File: src/rtl/hex_seq_pkg.sv
// Shared types, glyph/value tables and sequence helpers for the hex sequence monitor.
// Pattern bit order is {seg1..seg7}: top, top-right, bottom-right, bottom, bottom-left, top-left, middle.
package hex_seq_pkg;

    typedef logic [3:0] pos_t;

    typedef enum logic [1:0] {
        BUSCA    = 2'd0,
        UM_VISTO = 2'd1,
        TRAVADO  = 2'd2
    } estado_e;

    // Sequence order 2,5,7,3,A,E,8,0,b,4,6,d,F,1,C,9.
    localparam logic [6:0] GLYPH_TAB [16] = '{
        7'b1101101, 7'b1011011, 7'b1110000, 7'b1111001,
        7'b1110111, 7'b1001111, 7'b1111111, 7'b1111110,
        7'b0011111, 7'b0110011, 7'b1011111, 7'b0111101,
        7'b1000111, 7'b0110000, 7'b1001110, 7'b1110011
    };

    localparam logic [3:0] HEX_TAB [16] = '{
        4'h2, 4'h5, 4'h7, 4'h3, 4'hA, 4'hE, 4'h8, 4'h0,
        4'hB, 4'h4, 4'h6, 4'hD, 4'hF, 4'h1, 4'hC, 4'h9
    };

    // 4-bit arithmetic gives the 15->0 and 0->15 wrap for free.
    function automatic pos_t succ_pos(input pos_t p);
        return p + 4'd1;
    endfunction

    function automatic pos_t pred_pos(input pos_t p);
        return p - 4'd1;
    endfunction

endpackage

File: src/rtl/seg_decod.sv
// Combinational seven-segment decoder: pattern to {legal, sequence position}.
module seg_decod
    import hex_seq_pkg::*;
(
    input  logic [6:0] seg_i,
    output logic       legal_o,
    output pos_t       pos_o
);

    // Table lookup; patterns are unique so at most one entry matches.
    always_comb begin
        legal_o = 1'b0;
        pos_o   = 4'd0;
        for (int i = 0; i < 16; i++) begin
            legal_o = legal_o | (seg_i == GLYPH_TAB[i]);
            pos_o   = (seg_i == GLYPH_TAB[i]) ? 4'(i) : pos_o;
        end
    end

endmodule

File: src/rtl/monitor_hex.sv
// Seven-segment sequence monitor: locks onto the glyph sequence forwards or backwards.
// Define MONITOR_HEX_ERR_COUNT_EN to build the saturating error counter.
module monitor_hex
    import hex_seq_pkg::*;
(
    input  logic       clk,
    input  logic       reset,
    input  logic       seg1,
    input  logic       seg2,
    input  logic       seg3,
    input  logic       seg4,
    input  logic       seg5,
    input  logic       seg6,
    input  logic       seg7,
    input  logic       amostra,
    output logic [3:0] valor,
    output logic       valido,
    output logic       travado,
    output logic       direcao,
    output logic       erro,
    output logic [7:0] contagem_erros
);

    logic [6:0] seg_s;
    logic       legal_s;
    pos_t       pos_s;

    estado_e    estado_d, estado_q;
    pos_t       pos_d, pos_q;
    logic [3:0] valor_d, valor_q;
    logic       valido_d, valido_q;
    logic       travado_d, travado_q;
    logic       direcao_d, direcao_q;
    logic       erro_d, erro_q;

    assign seg_s = {seg1, seg2, seg3, seg4, seg5, seg6, seg7};

    seg_decod u_seg_decod (
        .seg_i   (seg_s),
        .legal_o (legal_s),
        .pos_o   (pos_s)
    );

    // Next-state logic; nothing moves and erro stays low unless amostra is high.
    always_comb begin
        estado_d  = estado_q;
        pos_d     = pos_q;
        valor_d   = valor_q;
        valido_d  = valido_q;
        direcao_d = direcao_q;
        erro_d    = 1'b0;
        if (amostra) begin
            valido_d = legal_s;
            if (legal_s) begin
                valor_d = HEX_TAB[pos_s];
            end else begin
                valor_d = valor_q;
            end
            case (estado_q)
                BUSCA: begin
                    if (legal_s) begin
                        estado_d = UM_VISTO;
                        pos_d    = pos_s;
                    end else begin
                        estado_d = BUSCA;
                    end
                end
                UM_VISTO: begin
                    if (!legal_s) begin
                        estado_d = BUSCA;
                    end else if (pos_s == succ_pos(pos_q)) begin
                        estado_d  = TRAVADO;
                        direcao_d = 1'b0;
                        pos_d     = pos_s;
                    end else if (pos_s == pred_pos(pos_q)) begin
                        estado_d  = TRAVADO;
                        direcao_d = 1'b1;
                        pos_d     = pos_s;
                    end else begin
                        estado_d = UM_VISTO;
                        pos_d    = pos_s;
                    end
                end
                TRAVADO: begin
                    if (!legal_s) begin
                        estado_d = BUSCA;
                        erro_d   = 1'b1;
                    end else if (pos_s == pos_q) begin
                        estado_d = TRAVADO;
                    end else if (pos_s == (direcao_q ? pred_pos(pos_q) : succ_pos(pos_q))) begin
                        estado_d = TRAVADO;
                        pos_d    = pos_s;
                    end else if (pos_s == (direcao_q ? succ_pos(pos_q) : pred_pos(pos_q))) begin
                        estado_d  = TRAVADO;
                        direcao_d = ~direcao_q;
                        pos_d     = pos_s;
                    end else begin
                        estado_d = UM_VISTO;
                        pos_d    = pos_s;
                        erro_d   = 1'b1;
                    end
                end
                default: begin
                    estado_d = BUSCA;
                end
            endcase
        end else begin
            erro_d = 1'b0;
        end
        travado_d = (estado_d == TRAVADO);
    end

    // State and registered outputs.
    always_ff @(posedge clk or negedge reset) begin
        if (!reset) begin
            estado_q  <= BUSCA;
            pos_q     <= 4'd0;
            valor_q   <= 4'd0;
            valido_q  <= 1'b0;
            travado_q <= 1'b0;
            direcao_q <= 1'b0;
            erro_q    <= 1'b0;
        end else begin
            estado_q  <= estado_d;
            pos_q     <= pos_d;
            valor_q   <= valor_d;
            valido_q  <= valido_d;
            travado_q <= travado_d;
            direcao_q <= direcao_d;
            erro_q    <= erro_d;
        end
    end

    assign valor   = valor_q;
    assign valido  = valido_q;
    assign travado = travado_q;
    assign direcao = direcao_q;
    assign erro    = erro_q;

`ifdef MONITOR_HEX_ERR_COUNT_EN
    logic [7:0] cnt_d, cnt_q;

    // Counts in step with the erro register so both show the same event together.
    always_comb begin
        if (erro_d && (cnt_q != 8'hFF)) begin
            cnt_d = cnt_q + 8'd1;
        end else begin
            cnt_d = cnt_q;
        end
    end

    // Error counter register.
    always_ff @(posedge clk or negedge reset) begin
        if (!reset) begin
            cnt_q <= 8'd0;
        end else begin
            cnt_q <= cnt_d;
        end
    end

    assign contagem_erros = cnt_q;
`else
    assign contagem_erros = 8'd0;
`endif

endmodule

File: config.mk
export PLATFORM = sky130hd
export DESIGN_NAME = monitor_hex
export DESIGN_NICKNAME = d
export VERILOG_FILES = /design/src/rtl/hex_seq_pkg.sv /design/src/rtl/seg_decod.sv /design/src/rtl/monitor_hex.sv
export SDC_FILE = /design/constraint.sdc
export NUM_CORES = 1
export LEC_CHECK = 0
export BUFFER_PORTS_ARGS = -buffer_cell sky130_fd_sc_hd__buf_2
export CAP_MARGIN = 15
export CORE_UTILIZATION = 50
export DETAILED_ROUTE_END_ITERATION = 10
export GPL_ROUTABILITY_DRIVEN = 0
export HOLD_SLACK_MARGIN = 0.03
export PLACE_DENSITY_LB_ADDON = 0.3
export SLEW_MARGIN = 20
export SYNTH_ARGS = -nofsm -noshare
export SYNTH_HDL_FRONTEND = slang
export SYNTH_HIERARCHICAL = 1
export SYNTH_SLANG_ARGS = --single-unit
File: constraint.sdc
create_clock -name clk -period 1.9 [get_ports clk]
set_clock_uncertainty 0.05 [all_clocks]
set_input_delay 0.285 -clock clk [delete_from_list [all_inputs] [get_ports clk]]
set_output_delay 0.285 -clock clk [all_outputs]
set_load 0.02 [all_outputs]
==> results.yml, run 1 <==
clocking:
  clock_path_buffers: 2
  cts.sinks: 14
  cts_root_buffer: "clkbuf_4"
  clk_latency_ns: 0.31
  clk_pin_slew_worst_paths_ns: 0.08
  tritoncts: "done"
  cts_buffers: 3
  cts.htree.levels: 1
floorplanning:
  initial_utilization: 0.550
  die_width_um: 58.0
  die_h_um: 58.0
  rows: 19
  io-pin-count: 26
  dieArea_um2: 3360
  core_region_area_um2: 2850
critical_path:
  ff2ff_path_depth: 8
  worstPathCellList: "buf_2, nor2_1, and3_1, o21bai_1, nand2_1, buf_4, xnor2_2, xnor2_1, and4b_1, a211oi_1, a2111oi_2"
  cp-end-kind: "flip-flop"
  critPathTopFamily: "simple AND/OR/NAND/NOR gates"
  critPathBufInv: 2
  cp_slowest_cell: "a2111oi_2"
  slowest_delay_ns: 0.35
  cp_num_cells: 11
  startpoint_type: "input port"
  worst-setup-path-type: "input port to flip-flop"
  required_ns: 2.04
  critical_path_arrival_ns: 2.53
  path_max_fanout: 10
worst_hold_path:
  holdPathStages: 2
  min-delay-path-class: "input port to flip-flop"
logic_synthesis:
  syn_area_um2: 1570
  ys_types: 57
  synth_seq_cells: 14
  ys_seq_area_frac: 0.223
  synth_edf_count: 0
  synthFlopType: "dfrtp_1"
  synthArstFlopShare: 1.00
  synthCells: 182
  synth.area.top_cells: "dfrtp_1, ha_1, buf_4"
  synth_top_area_share: 0.223
  syn_avg_cell_area_um2: 8.61
  synth_top_cell_by_area: "dfrtp_1"
  ys_warn_count: 6
sta:
  report.final.hold_viol_count: 0
  max_freq_mhz: 417
  fin_ws_ns: -0.495
  slew_violations: 0
  period_share: 1.26
  rsz0062_at_grt: "yes"
  finalCriticalPeriod_ns: 2.40
  setup_viol: 13
  finalSetupTns_ns: -5.07
outcome:
  violations: "design-rule violations, negative setup slack"
  status: "finished, violations left"
finish:
  layout_commonest_cell: "buf_4"
  postLayoutCoreUtil: 0.867
  layout.nets: 268
  final_cell_mix: "buf_4, buf_6, buf_2, dfrtp_1, nand2_1"
  insertedDiodeCount: 0
  layoutNonFillerInstCount: 280
  drive_gt1_frac: 0.546
  area_delta_synth_final_pct: 57.8
  fillers: 125
global_route:
  grt_pass1_vias: 1636
  grt_first_pass_wirelength_mm: 8.11
  grt_usage: 0.319
  antenna_found_initial: 0
  grt_overflow: 0
  grt_max_degree: 15
drt:
  vias: 1770
  viasPerCell: 6.32
  totalWireLength_mm: 5.78
  drc: 3
  firstDrtPassIters: 7
  first_iter_violations: 157
  wl_per_cell_um: 20.6
  antenna_left: 0
pwr:
  power_w: 0.00165
  power_density_nw_per_um2: 666
  p_leak_nw: 1.06
  peakVddDrop_v: 0.000784
flow_run:
  drv_cap: 0
placement:
  io_buffer_count: 17
  hpwlAfterDp_mm: 3.05
  dp_cells: 257
  place_ws_ns: -0.788
[kinds of logic after synthesis]
group / after synthesis / synth area share
AOI/OAI and AO/OA: 44 / 0.206
xor gates and xnor gates: 14 / 0.105
adders and majority gates: 8 / 0.0638
buffers and inverters: 31 / 0.124
DFF: 14 / 0.223
muxes: 8 / 0.0543
other: 1 / 0.00239
and+or+nand+nor: 62 / 0.220
[per-stage QoR]
step	hold slack (ns)	instance area, µm²
finish	0.188	2470
CTS	0.187	2370
global placement	0.137	1960
floorplan	-0.0606	1670
detailed placement	0.150	1960
global route	0.198	2470
[cell type report]
| cell class | count | area, µm² | area share |
|---|---|---|---|
| Clock buffer | 4 | 36.3 | 0.0147 |
| Inverter | 9 | 36.3 | 0.0147 |
| Multi-Input combinational cell | 144 | 1380 | 0.556 |
| Sequential cell | 14 | 350 | 0.142 |
| Tap cell | 31 | 38.8 | 0.0157 |
| Timing Repair Buffer | 78 | 637 | 0.257 |
[state kept, by name, indices dropped and copies added, names as in the netlist]
name and count:
valido 1, direcao 1, valor 4, travado 1
erro 1, estado_q 2, pos_q 4
[synth_stat cells (5+ instances only)]
cell type	n
xnor2_1	7
nand2_1	15
inv_1	9
a21oi_1	9
buf_6	5
buf_4	10
nor2_1	12
a211oi_1	5
nand3_1	6
ha_1	8
dfrtp_1	14
nor3_1	5
o21ai_0	9
[where the power goes]
group | internal (W) | leakage, nW | switching [W]
sequential | 0.000345 | 0.190 | 0.0000511
combinational | 0.000493 | 0.848 | 0.000530
clock | 0.000117 | 0.0210 | 0.000111
[final timing paths]
| kind | from | endpoint | slack [ns] |
|---|---|---|---|
| max reg2reg | pos_q[1] | direcao | -0.36 |
| max | seg2 | direcao | -0.50 |
| min in group asynchronous | reset | pos_q[2] | 0.35 |
| min | amostra | travado | 0.19 |
| min reg2reg | valor[2] | valor[2] | 0.45 |
| max in group asynchronous | reset | valor[3] | 1.19 |
[worst register-to-register path: stages, from the launching register on]
cell	delay, ns
dfrtp_1	0.41
inv_1	0.10
ha_1	0.23
xnor3_1	0.46
nand3_2	0.13
buf_4	0.13
o22ai_4	0.07
a22o_1	0.24
a2111oi_2	0.31
[routing by layer]
layer  up-vias  part of all wire  wire [µm]  global-route usage
li1        774                 -          -                   -
met1       835              0.37       2120               0.383
met2       127              0.52       2990               0.565
met3        34             0.077        447              0.0759
met4         0             0.040        230              0.0918
met5         -                 0          0                   0
[repair_timing]
| action | in CTS | in global routing |
|---|---|---|
| pin swaps | 27 | 10 |
| resized for setup | 60 | 17 |
| hold buffers | 1 | 0 |
| buffers inserted | 13 | 7 |
| gates cloned | 1 | 0 |
| endpoints found under the setup margin | 13 | 14 |
| endpoints found under the hold margin | 14 | 0 |
Power figures use the tool's default switching activity.
==> run 2, diff against run 1 <==
ABC_AREA = 1   (was not set)
CAP_MARGIN = 30   (was 15)
==> run 2 against run 1 <==
Against the previous run: the flow finishes with violations (negative setup slack); wire length decreased by 0.10%; non-clock buffer count is 22 lower; die area up 6.5%; sequential power down 6.1%; utilization down 8.8 points; count of clock-buffer cells in the layout did not move; global-route usage down 6.9 points; clock power shrank 4%; critical endpoint unchanged; largest cell class unchanged; critical path depth increased by 8; synthesized area is 6.7% higher; combinational power decreased by 37%; setup slack improved by 0.30 ns.
==> results.yml, run 2 <==
outcome:
  status: "finished, violations left"
  violations: "negative setup slack"
pwr:
  p_leak_nw: 1.28
  peakVddDrop_v: 0.000480
  power_w: 0.00123
  power_density_nw_per_um2: 510
sta:
  max_freq_mhz: 477
  fin_ws_ns: -0.196
  setup_viol: 12
  finalCriticalPeriod_ns: 2.10
  period_share: 1.10
  rsz0062_at_grt: "yes"
  report.final.hold_viol_count: 0
  slew_violations: 0
finish:
  fillers: 210
  insertedDiodeCount: 0
  layout.nets: 355
  layoutNonFillerInstCount: 380
  final_cell_mix: "nand2_1, buf_4, nand3_1"
  area_delta_synth_final_pct: 44.6
  layout_commonest_cell: "nand2_1"
  final_area_um2: 2420
  drive_gt1_frac: 0.432
global_route:
  grt_usage: 0.249
  grt_overflow: 0
  grt_first_pass_wirelength_mm: 7.01
  grt_pass1_vias: 1706
  antenna_found_initial: 0
  grt_max_degree: 15
logic_synthesis:
  synth.area.top_cells: "dfrtp_1, nand2_1, nand3_1"
  ys_seq_area_frac: 0.209
  yosysMostFrequentCell: "nand2_1"
  synth_top_cell_by_area: "dfrtp_1"
  synth_seq_cells: 14
  syn_avg_cell_area_um2: 5.95
  synthFlopType: "dfrtp_1"
  ys_types: 31
  synth_edf_count: 0
  ys_warn_count: 6
  syn_area_um2: 1670
  yosys-top-cells-count: "nand2_1, nand3_1, inv_1, nor2_1, o21ai_0"
  synthArstFlopShare: 1.00
  synthCells: 281
  synth_top_area_share: 0.209
clocking:
  cts_root_buffer: "clkbuf_4"
  cts.sinks: 14
  cts_buffers: 3
  clk_pin_slew_worst_paths_ns: 0.09
  clk_latency_ns: 0.29
  cts.htree.levels: 1
  clock_path_buffers: 2
  tritoncts: "done"
floorplanning:
  die_width_um: 59.8
  dieArea_um2: 3580
  die_h_um: 59.8
  core_region_area_um2: 3100
  initial_utilization: 0.539
  rows: 20
  io-pin-count: 26
critical_path:
  required_ns: 2.04
  cpMostUsedCell: "nand4_1"
  slowest_delay_ns: 0.21
  cp-end-kind: "flip-flop"
  worst-setup-path-type: "input port to flip-flop"
  startpoint_type: "input port"
  path_max_fanout: 4
  critPathBufInv: 6
  critPathTopFamily: "simple AND/OR/NAND/NOR gates"
  critical_path_arrival_ns: 2.23
  worstPathCellList: "buf_12, inv_4, nand4_1, nor2_1, inv_1, nand2_2, nor2_4, nand4_1, inv_2, nand2_4, nand2_1, nor2_2, nand4_1, nand2_1, inv_1, nand2_2, inv_2, nand4_1, nand2_1"
  r2r_slack_ns: -0.03
  cp_slowest_cell: "nor2_1"
drt:
  firstDrtPassIters: 5
  totalWireLength_mm: 5.78
  first_iter_violations: 202
  antenna_left: 0
  wl_per_cell_um: 15.2
  viasPerCell: 5.67
  drc: 0
  vias: 2155
placement:
  place_ws_ns: -0.420
  place_area_um2: 2050
  dp_cells: 371
  io_buffer_count: 17
  hpwlAfterDp_mm: 3.22
flow_run:
  drv_cap: 0
worst_hold_path:
  min-delay-path-class: "input port to flip-flop"
-- run 2: area by class of cell --
type                    count  area [µm²]  area share
inverters                  40         178      0.0735
clock buffers               4        36.3      0.0150
flip-flops and latches     14         350       0.145
multi-input cells         222        1340       0.553
well taps                  44        55.1      0.0228
repair buffers             56         462       0.191
-- run 2: logic make-up (layout without fill, tap and decap cells) --
logic type | Yosys count | in the layout | synth area share
DFF | 14 | 14 | 0.209
adders and majority gates | 8 | 8 | 0.0598
buffers and inverters | 52 | 100 | 0.146
other | 1 | 8 | 0.00224
xor gates and xnor gates | 1 | 1 | 0.00524
and+or+nand+nor | 174 | 174 | 0.477
AOI/OAI and AO/OA | 31 | 31 | 0.100
-- run 2: worst paths after layout --
path,end,cells after the start,startpoint
worst min register to register,valor[0],2,valor[0]
worst max register to register,travado,13,pos_q[0]
min in group asynchronous,direcao,2,reset
worst max-delay path,direcao,19,seg4
max in group asynchronous,valor[2],2,reset
worst min-delay path,erro,3,amostra
-- run 2: power by group --
group          switching [W]  leakage, nW  total (W)  internal (W)
Clock               0.000102       0.0210   0.000219      0.000117
Sequential         0.0000390        0.188   0.000372      0.000333
Combinational       0.000395         1.07   0.000644      0.000249
Total               0.000536         1.28    0.00123      0.000698
-- run 2: worst register-to-register path, delay by kind of cell, from the launching register on --
| kind | cells | cell delay, ns |
|---|---|---|
| adders and majority gates | 1 | 0.34 |
| and+or+nand+nor | 9 | 0.82 |
| DFF | 1 | 0.43 |
| AOI/OAI and AO/OA | 1 | 0.06 |
| buffers and inverters | 2 | 0.14 |
-- run 2: per-stage QoR --
step | hold slack (ns) | util | TNS, ns
final | 0.245 | 0.779 | -1.53
after detailed placement | 0.141 | 0.660 | -4.02
after global routing | 0.246 | 0.779 | -2.38
after CTS | 0.239 | 0.693 | 0
after floorplan | -0.0606 | - | -0.0206
after global placement | 0.143 | 0.660 | -3.58
-- run 2: routing by layer --
metal | GRT usage | part of all wire | wire (µm) | vias to the layer above
li1 | - | - | - | 1004
met1 | 0.352 | 0.39 | 2280 | 972
met2 | 0.417 | 0.48 | 2770 | 135
met3 | 0.0325 | 0.076 | 441 | 44
met4 | 0.0266 | 0.050 | 288 | 0
met5 | 0 | 0 | 0 | -
-- run 2: repair_timing --
action	4_1_cts	5_1_grt
pin swaps	5	34
endpoints found under the hold margin	14	0
setup buffers	4	1
cloned	0	0
setup endpoints to repair	9	13
resized for setup	10	81
hold buffers	1	0
==> run 3, diff against run 2 <==
==> constraint.sdc (replaced) <==
create_clock -name clk -period 1.9 [get_ports clk]
set_clock_uncertainty 0.05 [all_clocks]
set_input_delay 0.19 -clock clk [delete_from_list [all_inputs] [get_ports clk]]
set_output_delay 0.19 -clock clk [all_outputs]
set_load 0.02 [all_outputs]
==> run 3 against run 2 <==
Against the previous run: the flow still finishes with violations (negative setup slack); register-to-register slack improved by 0.09 ns; critical path depth did not move; flip-flop and latch count unchanged; via count decreased by 6.5%; critical endpoint is now travado; highest routed layer unchanged.
==> results.yml, run 3 (synthesis gave the netlist of run 2 again) <==
critical_path:
  required_ns: 2.04
  critical_path_arrival_ns: 2.12
  worst-setup-path-type: "input port to flip-flop"
  startpoint_type: "input port"
  path_max_fanout: 5
  critPathBufInv: 3
  cp-end-kind: "flip-flop"
  slowest_delay_ns: 0.18
  critPathTopFamily: "simple AND/OR/NAND/NOR gates"
  cpMostUsedCell: "nand2_1"
  cp_slowest_cell: "o21a_1"
  worstPathCellList: "clkbuf_4, nand3_2, inv_2, nand2_2, o21a_1, nand2_1, nor2_2, nand3_2, buf_6, nand2_2, nand2_1, nand2_1, nor2_2, nand2_2, nand3_4, nand2_1, nand3_2, o21ai_2, nor2_2"
sta:
  fin_ws_ns: -0.0841
  report.final.hold_viol_count: 0
  rsz0062_at_grt: "yes"
  slew_violations: 0
  finalSetupTns_ns: -0.257
  setup_viol: 4
  max_freq_mhz: 504
  finalCriticalPeriod_ns: 1.98
  period_share: 1.04
clocking:
  cts.htree.levels: 1
  cts_root_buffer: "clkbuf_4"
  clk_pin_slew_worst_paths_ns: 0.08
  cts_buffers: 3
  cts.sinks: 14
  clk_latency_ns: 0.29
  clock_path_buffers: 2
  tritoncts: "done"
global_route:
  grt_first_pass_wirelength_mm: 7.18
  antenna_found_initial: 0
  grt_usage: 0.262
  grt_max_degree: 15
  grt_overflow: 0
  grt_pass1_vias: 1732
floorplanning:
  io-pin-count: 26
  core_region_area_um2: 3100
  die_h_um: 59.8
  rows: 20
  dieArea_um2: 3580
  die_width_um: 59.8
  initial_utilization: 0.539
drt:
  first_iter_violations: 115
  viasPerCell: 5.29
  antenna_left: 0
  firstDrtPassIters: 4
  wl_per_cell_um: 13.1
  totalWireLength_mm: 5.01
  vias: 2015
  drc: 0
finish:
  layout_commonest_cell: "nand2_1"
  insertedDiodeCount: 0
  area_delta_synth_final_pct: 38.3
  layout.nets: 356
  drive_gt1_frac: 0.401
  layoutNonFillerInstCount: 381
  final_area_um2: 2310
  final_cell_mix: "nand2_1, buf_4, nand3_1"
outcome:
  violations: "negative setup slack"
  status: "finished, violations left"
placement:
  place_area_um2: 2010
  place_ws_ns: -0.290
  hpwlAfterDp_mm: 3.30
  dp_cells: 370
  io_buffer_count: 17
worst_hold_path:
  min-delay-path-class: "input port to flip-flop"
pwr:
  p_leak_nw: 1.24
  peakVddDrop_v: 0.000594
  power_w: 0.00121
  power_density_nw_per_um2: 522
flow_run:
  drv_cap: 0
run 3: cell count changes in the layout (fill, tap and decap cells not counted), moves of 3 or more:
cell	delta
nand2_1	+9
nand2_2	-6
buf_12	-3
inv_1	+3
inv_6	-3
nand2_4	-3
nand3_2	+3
run 3: what timing repair did:
item                       in CTS  in global routing
hold buffers                    1                  0
resized for setup               0                 66
hold endpoints to repair       14                  0
setup buffers                   0                  6
setup endpoints to repair       0                 10
run 3: cell type report:
type | count | area, µm²
Fill cell | 235 | 790
Timing Repair Buffer | 57 | 433
Multi-Input combinational cell | 222 | 1280
Clock buffer | 4 | 36.3
Sequential cell | 14 | 350
Tap cell | 44 | 55.1
Inverter | 40 | 158
run 3: report_power, final:
part | internal, W | switching (W)
logic | 0.000237 | 0.000376
clock network | 0.000117 | 0.000107
registers | 0.000332 | 0.0000386
run 3: path summary, 6_finish.rpt:
path                               start       end  slack (ns)  depth (start not counted)
worst max register to register  pos_q[0]   direcao        0.06                         14
worst max-delay path                seg2   travado       -0.08                         19
worst min-delay path             amostra      erro        0.16                          3
worst min register to register  valor[0]  valor[0]        0.44                          2
min in group asynchronous          reset  pos_q[2]        0.27                          2
max in group asynchronous          reset  pos_q[3]        1.29                          2
run 3: worst register-to-register path, delay by kind of cell, from the launching register on:
kind / cells / cell delay (ns)
and+or+nand+nor: 10 / 0.76
DFF: 1 / 0.42
adders and majority gates: 1 / 0.28
buffers and inverters: 3 / 0.21
run 3: layer usage:
metal,vias up,global-route usage,wire (µm)
li1,999,-,-
met1,930,0.360,2140
met2,67,0.424,2460
met3,19,0.0390,252
met4,0,0.0764,153
met5,-,0,0
run 3: through the flow:
stage	hold WS, ns	utilization
global route	0.167	0.746
global placement	0.0484	0.648
finish	0.159	0.746
floorplan	-0.156	-
CTS	0.150	0.663
detailed placement	0.0529	0.648
